## config.mk

```make
export PLATFORM = sky130hd
export DESIGN_NAME = fp32_stream_accumulator
export DESIGN_NICKNAME = d
export VERILOG_FILES = /design/src/rtl/fp32_stream_accumulator.sv
export SDC_FILE = /design/constraint.sdc
export NUM_CORES = 1
export LEC_CHECK = 0
export ABC_AREA = 1
export ABC_CLOCK_PERIOD_IN_PS = 5300
export BUFFER_PORTS_ARGS = -buffer_cell sky130_fd_sc_hd__buf_2
export CELL_PAD_IN_SITES_DETAIL_PLACEMENT = 1
export CELL_PAD_IN_SITES_GLOBAL_PLACEMENT = 1
export CORE_MARGIN = 3
export CORE_UTILIZATION = 40
export CTS_BUF_LIST = sky130_fd_sc_hd__clkbuf_4 sky130_fd_sc_hd__clkbuf_8 sky130_fd_sc_hd__clkbuf_16
export CTS_CLUSTER_DIAMETER = 80
export DETAILED_ROUTE_END_ITERATION = 6
export GPL_TIMING_DRIVEN = 0
export PLACE_DENSITY = 0.8
export SLEW_MARGIN = 10
export SYNTH_ARGS = -nofsm -noshare
export SYNTH_HDL_FRONTEND = slang
export SYNTH_SLANG_ARGS = --single-unit
```

## constraint.sdc

```tcl
create_clock -name clk_n -period 5.3 [get_ports clk_n]
set_clock_uncertainty 0.1 [all_clocks]
set_input_delay 0.795 -clock clk_n [delete_from_list [all_inputs] [get_ports clk_n]]
set_output_delay 0.795 -clock clk_n [all_outputs]
set_load 0.05 [all_outputs]
```

## src/rtl/fp32_stream_accumulator.sv

```systemverilog
// fp32_stream_accumulator
//   Sums a stream of fp32 products (from the fp32 multiplier) into one fp32
//   result per stream. One operand is taken every 4 cycles through a
//   multicycle ALIGN/ADD/NORM datapath. The arithmetic matches the multiplier:
//   denormals flush to zero, results truncate toward zero, and there is no
//   NaN/Inf special-casing on the inputs.
//
// Ports
//   clk_n      falling-edge clock (all flops update on negedge)
//   rst_n      asynchronous active-low reset
//   in_valid   operand valid
//   in_data    fp32 operand
//   in_last    operand is the final term of the stream
//   in_ready   accumulator can take an operand (IDLE only, low in reset)
//   out_valid  accumulated result valid (held until out_ready)
//   out_data   fp32 accumulated sum
//   out_count  number of terms in the stream (wraps at 2^COUNT_W)
//   out_ready  consumer takes the result
//
// States
//   state | meaning
//   IDLE  | waiting for an operand, in_ready high
//   ALIGN | pick big/small operand, right-shift small mantissa
//   ADD   | add or subtract aligned mantissas
//   NORM  | normalise, truncate, write accumulator
//   OUT   | present result until out_ready

module fp32_stream_accumulator #(
  parameter int COUNT_W = 16
) (
  input  logic               clk_n,
  input  logic               rst_n,
  input  logic               in_valid,
  input  logic [31:0]        in_data,
  input  logic               in_last,
  output logic               in_ready,
  output logic               out_valid,
  output logic [31:0]        out_data,
  output logic [COUNT_W-1:0] out_count,
  input  logic               out_ready
);

  typedef enum logic [2:0] {
    S_IDLE,
    S_ALIGN,
    S_ADD,
    S_NORM,
    S_OUT
  } state_t;

  state_t state_q, state_d;

  logic [31:0]        acc_q, acc_d;
  logic [COUNT_W-1:0] count_q, count_d;
  logic [31:0]        op_q, op_d;
  logic               last_q, last_d;

  logic               big_sign_q, big_sign_d;
  logic [7:0]         big_exp_q, big_exp_d;
  logic [26:0]        big_mant_q, big_mant_d;
  logic [26:0]        small_mant_q, small_mant_d;
  logic               sub_q, sub_d;
  logic [27:0]        sum_q, sum_d;

  logic               out_valid_q, out_valid_d;
  logic [31:0]        out_data_q, out_data_d;
  logic [COUNT_W-1:0] out_count_q, out_count_d;

  // Leading-zero count over a 27-bit mantissa; the highest set bit wins.
  function automatic logic [4:0] lzc27(input logic [26:0] v);
    logic [4:0] n;
    n = 5'd27;
    for (int i = 0; i < 27; i++) begin
      if (v[i]) n = 5'(26 - i);
    end
    return n;
  endfunction

  // ---------------------------------------------------------------------------
  // ALIGN datapath: decode both operands (exp==0 flushes to zero, sign
  // ignored since a zero mantissa can never survive to the result sign).
  // ---------------------------------------------------------------------------
  logic [7:0]  acc_exp, op_exp, b_exp, s_exp, exp_diff;
  logic [23:0] acc_mant, op_mant, b_mant, s_mant;
  logic        acc_big, b_sign, s_sign;
  logic [26:0] s_aligned;

  always_comb begin
    acc_exp  = acc_q[30:23];
    op_exp   = op_q[30:23];
    acc_mant = (acc_exp == 8'd0) ? 24'd0 : {1'b1, acc_q[22:0]};
    op_mant  = (op_exp == 8'd0) ? 24'd0 : {1'b1, op_q[22:0]};
    // Ties go to the accumulator so equal magnitudes cancel with its sign.
    acc_big  = {acc_exp, acc_mant} >= {op_exp, op_mant};
    b_exp    = acc_big ? acc_exp  : op_exp;
    b_mant   = acc_big ? acc_mant : op_mant;
    b_sign   = acc_big ? acc_q[31] : op_q[31];
    s_exp    = acc_big ? op_exp   : acc_exp;
    s_mant   = acc_big ? op_mant  : acc_mant;
    s_sign   = acc_big ? op_q[31] : acc_q[31];
    exp_diff = b_exp - s_exp;
    if (exp_diff >= 8'd27) s_aligned = 27'd0;
    else                   s_aligned = {s_mant, 3'b000} >> exp_diff;
  end

  // ---------------------------------------------------------------------------
  // NORM datapath
  // ---------------------------------------------------------------------------
  logic [4:0]        lz;
  logic [23:0]       norm_mant;
  logic signed [9:0] norm_exp;
  logic [31:0]       norm_res;

  always_comb begin
    lz = lzc27(sum_q[26:0]);
    if (sum_q[27]) begin
      norm_mant = sum_q[27:4];
      norm_exp  = $signed({2'b00, big_exp_q}) + 10'sd1;
    end else begin
      norm_mant = 24'((sum_q[26:0] << lz) >> 3);
      norm_exp  = $signed({2'b00, big_exp_q}) - $signed({5'b00000, lz});
    end

    if (sum_q == 28'd0)             norm_res = 32'h0000_0000;
    else if (norm_exp <= 10'sd0)    norm_res = 32'h0000_0000;
    else if (norm_exp >= 10'sd255)  norm_res = {big_sign_q, 8'hFF, 23'd0};
    else                            norm_res = {big_sign_q, norm_exp[7:0], norm_mant[22:0]};
  end

  // ---------------------------------------------------------------------------
  // Next-state / datapath control
  // ---------------------------------------------------------------------------
  always_comb begin
    state_d      = state_q;
    acc_d        = acc_q;
    count_d      = count_q;
    op_d         = op_q;
    last_d       = last_q;
    big_sign_d   = big_sign_q;
    big_exp_d    = big_exp_q;
    big_mant_d   = big_mant_q;
    small_mant_d = small_mant_q;
    sub_d        = sub_q;
    sum_d        = sum_q;
    out_valid_d  = out_valid_q;
    out_data_d   = out_data_q;
    out_count_d  = out_count_q;

    case (state_q)
      S_IDLE: begin
        if (in_valid) begin
          op_d    = in_data;
          last_d  = in_last;
          count_d = count_q + {{(COUNT_W-1){1'b0}}, 1'b1};
          state_d = S_ALIGN;
        end
      end
      S_ALIGN: begin
        big_sign_d   = b_sign;
        big_exp_d    = b_exp;
        big_mant_d   = {b_mant, 3'b000};
        small_mant_d = s_aligned;
        sub_d        = b_sign ^ s_sign;
        state_d      = S_ADD;
      end
      S_ADD: begin
        if (sub_q) sum_d = {1'b0, big_mant_q} - {1'b0, small_mant_q};
        else       sum_d = {1'b0, big_mant_q} + {1'b0, small_mant_q};
        state_d = S_NORM;
      end
      S_NORM: begin
        acc_d = norm_res;
        if (last_q) begin
          out_valid_d = 1'b1;
          out_data_d  = norm_res;
          out_count_d = count_q;
          state_d     = S_OUT;
        end else begin
          state_d = S_IDLE;
        end
      end
      S_OUT: begin
        if (out_ready) begin
          out_valid_d = 1'b0;
          acc_d       = 32'h0000_0000;
          count_d     = '0;
          state_d     = S_IDLE;
        end
      end
      default: state_d = S_IDLE;
    endcase
  end

  always_ff @(negedge clk_n or negedge rst_n) begin
    if (!rst_n) begin
      state_q      <= S_IDLE;
      acc_q        <= 32'h0000_0000;
      count_q      <= '0;
      op_q         <= 32'h0000_0000;
      last_q       <= 1'b0;
      big_sign_q   <= 1'b0;
      big_exp_q    <= 8'd0;
      big_mant_q   <= 27'd0;
      small_mant_q <= 27'd0;
      sub_q        <= 1'b0;
      sum_q        <= 28'd0;
      out_valid_q  <= 1'b0;
      out_data_q   <= 32'h0000_0000;
      out_count_q  <= '0;
    end else begin
      state_q      <= state_d;
      acc_q        <= acc_d;
      count_q      <= count_d;
      op_q         <= op_d;
      last_q       <= last_d;
      big_sign_q   <= big_sign_d;
      big_exp_q    <= big_exp_d;
      big_mant_q   <= big_mant_d;
      small_mant_q <= small_mant_d;
      sub_q        <= sub_d;
      sum_q        <= sum_d;
      out_valid_q  <= out_valid_d;
      out_data_q   <= out_data_d;
      out_count_q  <= out_count_d;
    end
  end

  // Gated with rst_n so upstream never sees ready while the block is held.
  assign in_ready  = (state_q == S_IDLE) & rst_n;
  assign out_valid = out_valid_q;
  assign out_data  = out_data_q;
  assign out_count = out_count_q;

endmodule

```

==> results.md, run 1 <==
- Status: finished, violations left
- Failing checks: negative setup slack
- Cell row count: 73
- Largest net degree at the start of global routing: 114
- Avg Inst Size Synth: 6.79 um2
- Area share of the largest cell type after synthesis: 34.2%
- TritonCTS clock tree: built
- Data required, critical path: 8260 ps
- Peak Freq: 188 MHz
- Setup CP Type: flip-flop to flip-flop
- Final Max Slew Viols: 0
- Endpoints failing hold: 0
- Most common cell in the netlist: nand2_1
- Die H: 207 um
- Cell Area, Synth: 16,200 um2
- Routed WL: 67,800 um
- Crit-path slowest cell: clkbuf_1
- Vias in the first global route: 18,200
- Ys async rst share: 100%
- Gpl congestion: 1.02
- Ranking of synthesized cells by area: dfrtn_1 (34%), nand2_1 (15%), nand3_1 (10%), o21ai_0 (7.4%), ha_1 (6.9%)
- Initial Util: 40.7%
- GRT Total Usage: 30.2%
- Ant. Diodes: 0
- Syn-to-layout area delta: 17.6%
- Antenna Nets Post-Route: 0
- Ports: 87
- Most common cell on crit path: nand2_1
- Max_cap viols: 0
- Finished Layout Cells: 3,080
- Startpoint Class: flip-flop
- Clk root buf: clkbuf_16
- Final period utilization: 100%
- Final hold slack: 314 ps
- Cell accounting for the most synthesized area: dfrtn_1
- Vias per cell: 5.78
- Hold Path Class: flip-flop to flip-flop
- Fin crit period: 5310 ps
- Clk slew on worst S/H paths: 40 ps
- Least-Margin Pin Slew: 1040 ps
- Vias: 17,800
- Max Root-Sink Buffers: 3
- Area after DPL: 17,400 um2
- Final instance area: 19,100 um2
- Clk_lat worst skew: 570 ps
- Nets in the synthesized netlist: 2,522
- Die width: 207 um
- Detailed Routing Iterations Pass 1: 5
- Port Buf Inserts: 86
- Worst path max stage delay: 480 ps
- Post-synthesis cell count: 2,393
- Core box area: 39,900 um2
- Critical-path maximum fanout: 10
- Die area: 43,000 um2
- Post-DR wirelength/cell: 22.0 um
- Worst setup margin: -9.71 ps
- Seq cells post-synth: 222
- Remaining Overflow, GRT: 0
- Initial antenna violation count: 0
- YS warnings: 0
- Iteration-0 DRC Markers: 1,433
- Reg2Reg Depth: 25
- WP data arrival: 8270 ps
- Share of layout cells above drive strength 1: 11.8%
- DRC Markers: 0
- Setup TNS: -9.71 ps
- Placed insts: 3,006
- Global-route wire length before repair: 104,000 um
- Htree depth: 1
- Crit end category: flip-flop
- Cell variety after synth: 56
- RSZ-0062 raised after global routing: yes
- Hold Buf Count CTS: 0
- Total CTS buffers: 29
- Main synth FF type: dfrtn_1
- Final-report setup violation count: 1
- Sequential element share of the synthesized area: 34.2%
- Post-synth top cells: nand2_1 (653), nand3_1 (323), inv_1 (260)
- Post-synth EDFFs: 0
- Clk sinks: 222
- DP Wirelength: 52,100 um
- Worst Hold Depth: 2
- Layout Nets: 2,661
- Slew HR: 30.2%
==> critical path, delay by kind of cell (launching register included) <==
family,cells,cell delay [ps]
AOI/OAI and AO/OA,5,800
xor gates and xnor gates,1,180
adders and majority gates,1,370
buffers and inverters,7,1350
DFF,1,340
and+or+nand+nor,11,1980
==> logic make-up after synthesis <==
group | Yosys count | synth area share (%)
xor gates and xnor gates | 34 | 2.07
muxes | 1 | 0.0693
and+or+nand+nor | 1179 | 31.3
buffers and inverters | 391 | 9.30
AOI/OAI and AO/OA | 474 | 15.9
DFF | 222 | 34.2
adders and majority gates | 92 | 7.18
==> path summary, 6_finish.rpt <==
kind	slack, ps	to	from
setup reg to reg	-10	acc_q[6]$_DFFE_NN0P_	sum_q[13]$_DFFE_NN0P_
hold reg to reg	310	out_data[10]$_DFFE_NN0P_	out_data[10]$_DFFE_NN0P_
setup / recovery	-10	acc_q[6]$_DFFE_NN0P_	sum_q[13]$_DFFE_NN0P_
hold / removal	310	out_data[10]$_DFFE_NN0P_	out_data[10]$_DFFE_NN0P_
max in group asynchronous	1170	out_data[17]$_DFFE_NN0P_	rst_n
min in group asynchronous	2730	out_count[8]$_DFFE_NN0P_	rst_n
==> registers in the layout, indices dropped and copies added (netlist names), 3 cells and up <==
register      count
out_count        16
op_q             32
out_data         32
sum_q            28
state_q           3
count_q          16
big_exp_q         8
small_mant_q     27
big_mant_q       24
acc_q            32
==> cell usage in the layout (no fill, tap or decap), types with 7 or more instances in the layout <==
cell       netlist  layout
nand2_1        653     644
nand3_1        323     298
inv_1          260     252
o21ai_0        239     230
dfrtn_1        222     222
a21oi_1        132     116
nor2_1         108      96
buf_2            8      91
ha_1            90      88
clkbuf_1        91      84
nand4_1         43      43
clkbuf_16        0      29
nand3_2          2      27
xor2_1          30      27
o22ai_1         24      24
nor3_1          25      23
buf_4            2      23
o21ai_1         14      17
a21oi_2          1      15
o211ai_1        14      14
buf_1           16      14
nand2_2          4      12
inv_2            4      11
buf_6            3      11
a21boi_0         9       9
nor2_2           2       9
clkbuf_8         0       8
nor4_1           8       7
==> timing repair <==
item | 4_1_cts | 5_1_grt
gates cloned | 2 | 0
buffers inserted | 16 | 9
resized for setup | 48 | 95
setup endpoints to repair | 91 | 92
pin swaps | 14 | 62
endpoints found under the hold margin | 0 | 0
==> metrics by stage <==
step | utilization [%] | worst slack (ps)
after floorplan | - | 334
after global placement | 43.4 | -2970
after detailed placement | 43.5 | -1060
after CTS | 46.9 | 0.224
after global routing | 47.8 | -327
final | 47.8 | -9.71
==> per-layer routing <==
| layer | global-route usage, % | share of wire [%] | wire (um) |
|---|---|---|---|
| met1 | 41.1 | 44 | 29700 |
| met4 | 11.0 | 3.8 | 2610 |
| met2 | 48.7 | 46 | 31000 |
| met5 | 0 | 0 | 0 |
| met3 | 5.08 | 6.7 | 4510 |
==> cell type report <==
type / count / area (um2)
Fill cell: 5209 / 20800
Clock buffer: 39 / 851
Multi-Input combinational cell: 1780 / 9580
Sequential cell: 222 / 5560
Timing Repair Buffer: 112 / 671
Inverter: 271 / 1030
Buffer: 116 / 512
Clock inverter: 15 / 239
Tap cell: 525 / 657
Power of run 1 is not shown: default switching activity piles up to over one toggle a cycle in this logic, so the estimate is an artifact.
==> run 2, diff against run 1 <==
--- a/config.mk
+++ b/config.mk
@@ -15,7 +15,6 @@
 export CTS_BUF_LIST = sky130_fd_sc_hd__clkbuf_4 sky130_fd_sc_hd__clkbuf_8 sky130_fd_sc_hd__clkbuf_16
 export CTS_CLUSTER_DIAMETER = 80
 export DETAILED_ROUTE_END_ITERATION = 6
-export GPL_TIMING_DRIVEN = 0
 export PLACE_DENSITY = 0.8
 export SLEW_MARGIN = 10
 export SYNTH_ARGS = -nofsm -noshare
==> results.md, run 2 (synthesized netlist as in run 1, its figures left out) <==
- Max Root-Sink Buffers: 3
- Vias in the first global route: 17,400
- Most frequent cells in the layout: nand2_1 (649), nand3_1 (323), inv_1 (255), o21ai_0 (233), dfrtn_1 (222)
- Hold Path Class: flip-flop to flip-flop
- Final-report setup violation count: 0
- Fill cells: 5,191
- DRC Markers: 0
- Reg2Reg Depth: 44
- Layout Nets: 2,586
- Die H: 207 um
- Post-DR wirelength/cell: 21.0 um
- Die width: 207 um
- Port Buf Inserts: 86
- Core box area: 39,900 um2
- Worst path max stage delay: 380 ps
- Gpl congestion: 0.927
- FF-to-FF setup slack: 270 ps
- Most common cell on crit path: nor2_1
- Final core utilization: 46.4%
- Clk sinks: 222
- RSZ-0062 raised after global routing: yes
- Placed insts: 2,941
- Setup TNS: 0 ps
- Clk_lat worst skew: 570 ps
- Ant. Diodes: 0
- Critical-path maximum fanout: 4
- Finished Layout Cells: 3,000
- GRT Total Usage: 28.3%
- Crit-path cells: nor2_1 -> nand2_1 -> nor2_1 -> buf_2
- Max_cap viols: 0
- CP top delay family: flip-flops
- Endpoints failing hold: 0
- Crit end category: output pin
- Die area: 43,000 um2
- Clk slew on worst S/H paths: 50 ps
- Global-route wire length before repair: 98,300 um
- Total CTS buffers: 27
- Routed WL: 63,100 um
- Data required, critical path: 4410 ps
- Crit-path slowest cell: dfrtn_1
- Ports: 87
- Most common cell after layout, fill and taps aside: nand2_1
- Crit path to: in_ready
- Share of layout cells above drive strength 1: 10.4%
- Met2 usage: 45.9%
- Reg-to-reg endpoint: out_data[11]$_DFFE_NN0P_
- Slew HR: 35.5%
- RR Startpoint: sum_q[0]$_DFFE_NN0P_
- Iteration-0 DRC Markers: 1,096
- Buf+Inv Stages, Crit Path: 1
- WP data arrival: 4270 ps
- Vias: 17,100
- Htree depth: 1
- Detailed Routing Iterations Pass 1: 5
- Largest net degree at the start of global routing: 75
- Initial Util: 40.7%
- Least-Margin Pin Slew: 967 ps
- GR Layer Usage met1: 39.1%
- Setup CP Type: flip-flop to output pin
- CP startpoint: state_q[2]$_DFFE_NN0P_
- TritonCTS clock tree: built
- Vias per cell: 5.71
- Number of stages on the worst setup path: 4
- Startpoint Class: flip-flop
- Final Max Slew Viols: 0
- Syn-to-layout area delta: 14.0%
- Remaining Overflow, GRT: 0
- GR met3 Demand/Resource: 3.94%
- DP Wirelength: 47,900 um
- Clk root buf: clkbuf_16
- Initial antenna violation count: 2
- Antenna Nets Post-Route: 0
- Cell row count: 73
- Busiest metal layer after global routing: met2
- Status: finished, final reports clean
[run 2: final cells by class]
cell class              instances  area (um2)  area share (%)
clock buffers                  38         790            4.26
clock inverters                 9         143           0.770
inverters                     271        1020            5.53
multi-input cells            1780        9300            50.2
flip-flops and latches        222        5560            30.0
well taps                     525         657            3.55
repair buffers                155        1050            5.68
[run 2: metrics by stage]
step	area, um2	hold slack (ps)	setup slack, ps
3_5_place_dp	17300	321	42.0
4_1_cts	18300	324	20.7
5_1_grt	18500	355	-159
6_report	18500	314	137
3_3_place_gp	17300	314	116
2_1_floorplan	16200	306	334
[run 2: metal layers]
layer	wire, um	share of wire (%)	vias up
met1	28200	45	8426
met4	2250	3.6	4
met3	3520	5.6	118
met2	29100	46	497
met5	31	0.049	-
li1	-	-	8088
[run 2: how the worst min path moves through the flow]
stage	from	to	slack, ps	cells after the start
floorplan	count_q[7]$_DFFE_NN0P_	count_q[7]$_DFFE_NN0P_	310	1
global placement	out_valid$_DFFE_NN0P_	out_valid$_DFFE_NN0P_	310	2
detailed placement	out_valid$_DFFE_NN0P_	out_valid$_DFFE_NN0P_	320	2
CTS	out_data[8]$_DFFE_NN0P_	out_data[8]$_DFFE_NN0P_	320	2
global route	out_count[13]$_DFFE_NN0P_	out_count[13]$_DFFE_NN0P_	360	2
finish	out_data[8]$_DFFE_NN0P_	out_data[8]$_DFFE_NN0P_	310	2
[run 2: timing repair]
action | 4_1_cts | 5_1_grt
hold buffers | 0 | 0
setup buffers | 0 | 9
gates resized for setup | 1 | 37
gates cloned | 0 | 3
pin swaps | 0 | 44
endpoints found under the setup margin | 3 | 91
[run 2: tightest hold or removal path: stages, from the launching register on]
cell and delay, ps:
dfrtn_1 400, nand2_1 50, nand2_1 50
Power of run 2 is left out for the same reason.
==> run 3, diff against run 2 <==
--- a/config.mk
+++ b/config.mk
@@ -8,15 +8,16 @@
 export ABC_AREA = 1
 export ABC_CLOCK_PERIOD_IN_PS = 5300
 export BUFFER_PORTS_ARGS = -buffer_cell sky130_fd_sc_hd__buf_2
+export CAP_MARGIN = 20
 export CELL_PAD_IN_SITES_DETAIL_PLACEMENT = 1
 export CELL_PAD_IN_SITES_GLOBAL_PLACEMENT = 1
+export CORE_ASPECT_RATIO = 0.75
 export CORE_MARGIN = 3
 export CORE_UTILIZATION = 40
 export CTS_BUF_LIST = sky130_fd_sc_hd__clkbuf_4 sky130_fd_sc_hd__clkbuf_8 sky130_fd_sc_hd__clkbuf_16
 export CTS_CLUSTER_DIAMETER = 80
 export DETAILED_ROUTE_END_ITERATION = 6
 export PLACE_DENSITY = 0.8
-export SLEW_MARGIN = 10
 export SYNTH_ARGS = -nofsm -noshare
 export SYNTH_HDL_FRONTEND = slang
 export SYNTH_SLANG_ARGS = --single-unit
==> results.md, run 3 (synthesized netlist as in run 1, its figures left out) <==
- Syn-to-layout area delta: 15.8%
- Worst path max stage delay: 400 ps
- Wl on met1: 30,800 um
- Antenna Nets Post-Route: 0
- Hold Path Class: flip-flop to flip-flop
- Routed WL: 66,300 um
- Endpoints failing hold: 0
- Highest Signal Layer: met5
- Most common cell after layout, fill and taps aside: nand2_1
- Finished Layout Cells: 3,021
- Final hold slack: 319 ps
- Least-Margin Pin Slew: 1040 ps
- Cell row count: 63
- Clk_lat worst skew: 560 ps
- Clk root buf: clkbuf_16
- Largest net degree at the start of global routing: 67
- Initial Util: 40.8%
- Critical-path maximum fanout: 4
- Gpl congestion: 0.955
- RSZ-0062 raised after global routing: yes
- RR Startpoint: sum_q[0]$_DFFE_NN0P_
- TritonCTS clock tree: built
- Crit end category: output pin
- HP Start: out_valid$_DFFE_NN0P_
- Htree depth: 1
- Area after DPL: 17,500 um2
- Ant. Diodes: 0
- Die width: 239 um
- Share of layout cells above drive strength 1: 12.0%
- Ports: 87
- Final Max Slew Viols: 0
- Setup CP Type: flip-flop to output pin
- Die area: 43,100 um2
- Max Root-Sink Buffers: 3
- Vias: 17,500
- Data required, critical path: 4410 ps
- Most frequent cells in the layout: nand2_1 (647), nand3_1 (320), inv_1 (255), o21ai_0 (233), dfrtn_1 (222)
- Port Buf Inserts: 86
- Crit-path slowest cell: dfrtn_1
- Core box area: 39,800 um2
- Clk sinks: 222
- Initial antenna violation count: 1
- Global-route wire length before repair: 102,000 um
- Max_cap viols: 0
- CP startpoint: state_q[2]$_DFFE_NN0P_
- Post-DR wirelength/cell: 21.9 um
- DRC Markers: 0
- GRT Total Usage: 29.6%
- Remaining Overflow, GRT: 0
- Hold Buf Count CTS: 0
- Total CTS buffers: 25
- DR WL met2: 29,100 um
- Vias per cell: 5.81
- Final instance area: 18,800 um2
- Fill cells: 5,137
- Detailed Routing Iterations Pass 1: 5
- Die H: 180 um
- Final-report setup violation count: 0
- Slew HR: 30.7%
- Startpoint Class: flip-flop
- Crit-path cells: nor2_2 -> nand2_1 -> nor2_1 -> clkbuf_4
- DP Wirelength: 49,800 um
- Iteration-0 DRC Markers: 1,697
- WP data arrival: 4260 ps
- Placed insts: 2,961
- Clk slew on worst S/H paths: 50 ps
- Status: finished, final reports clean
- Vias in the first global route: 17,400
- Final core utilization: 47.2%
- Layout Nets: 2,612
- Met3 WL: 4890 um
==> run 3: changes by cell type in the layout (fill, tap and decap cells not counted), sizes merged <==
cell,before,now
buf,153,180
clkbuf,40,36
clkinv,8,13
clkinvlp,0,1
inv,269,266
==> run 3: path summary, 6_finish.rpt <==
kind / to / slack (ps) / cells after the start
hold reg to reg: out_valid$_DFFE_NN0P_ / 320 / 2
setup / recovery: in_ready / 140 / 4
setup reg to reg: out_data[22]$_DFFE_NN0P_ / 210 / 44
max in group asynchronous: big_mant_q[8]$_DFFE_NN0P_ / 1670 / 2
hold / removal: out_valid$_DFFE_NN0P_ / 320 / 2
min in group asynchronous: sum_q[17]$_DFFE_NN0P_ / 2630 / 1
==> run 3: timing repair <==
action	in CTS	in global routing
setup endpoints to repair	42	91
pin swaps	0	30
resized for setup	2	62
gates cloned	0	3
setup buffers	0	11
==> run 3: worst max-delay path: cells and delay by family, from the launching register on <==
family                 cells  cell delay, ps
and+or+nand+nor            3             420
buffers and inverters      1             240
DFF                        1             400
==> run 3: routing by layer <==
layer	global-route usage [%]	vias to the layer above
met5	0	-
met4	5.32	2
met3	5.20	84
met2	45.6	617
met1	43.9	8722
li1	-	8118
==> run 3: layout make-up <==
type	count	area (um2)	share of cell area [%]
multi-input cells	1780	9400	50.0
clock buffers	33	717	3.81
clock inverters	12	156	0.832
well taps	520	651	3.46
flip-flops and latches	222	5560	29.5
inverters	271	1020	5.45
repair buffers	183	1290	6.89
==> run 3: per-stage QoR <==
| stage | setup WS, ps | setup TNS, ps |
|---|---|---|
| after detailed placement | -97.7 | -2200 |
| after global placement | 122 | 0 |
| final | 143 | 0 |
| after floorplan | 334 | 0 |
| after CTS | 1.51 | 0 |
| after global routing | -154 | -3000 |
Power of run 3 is left out for the same reason.
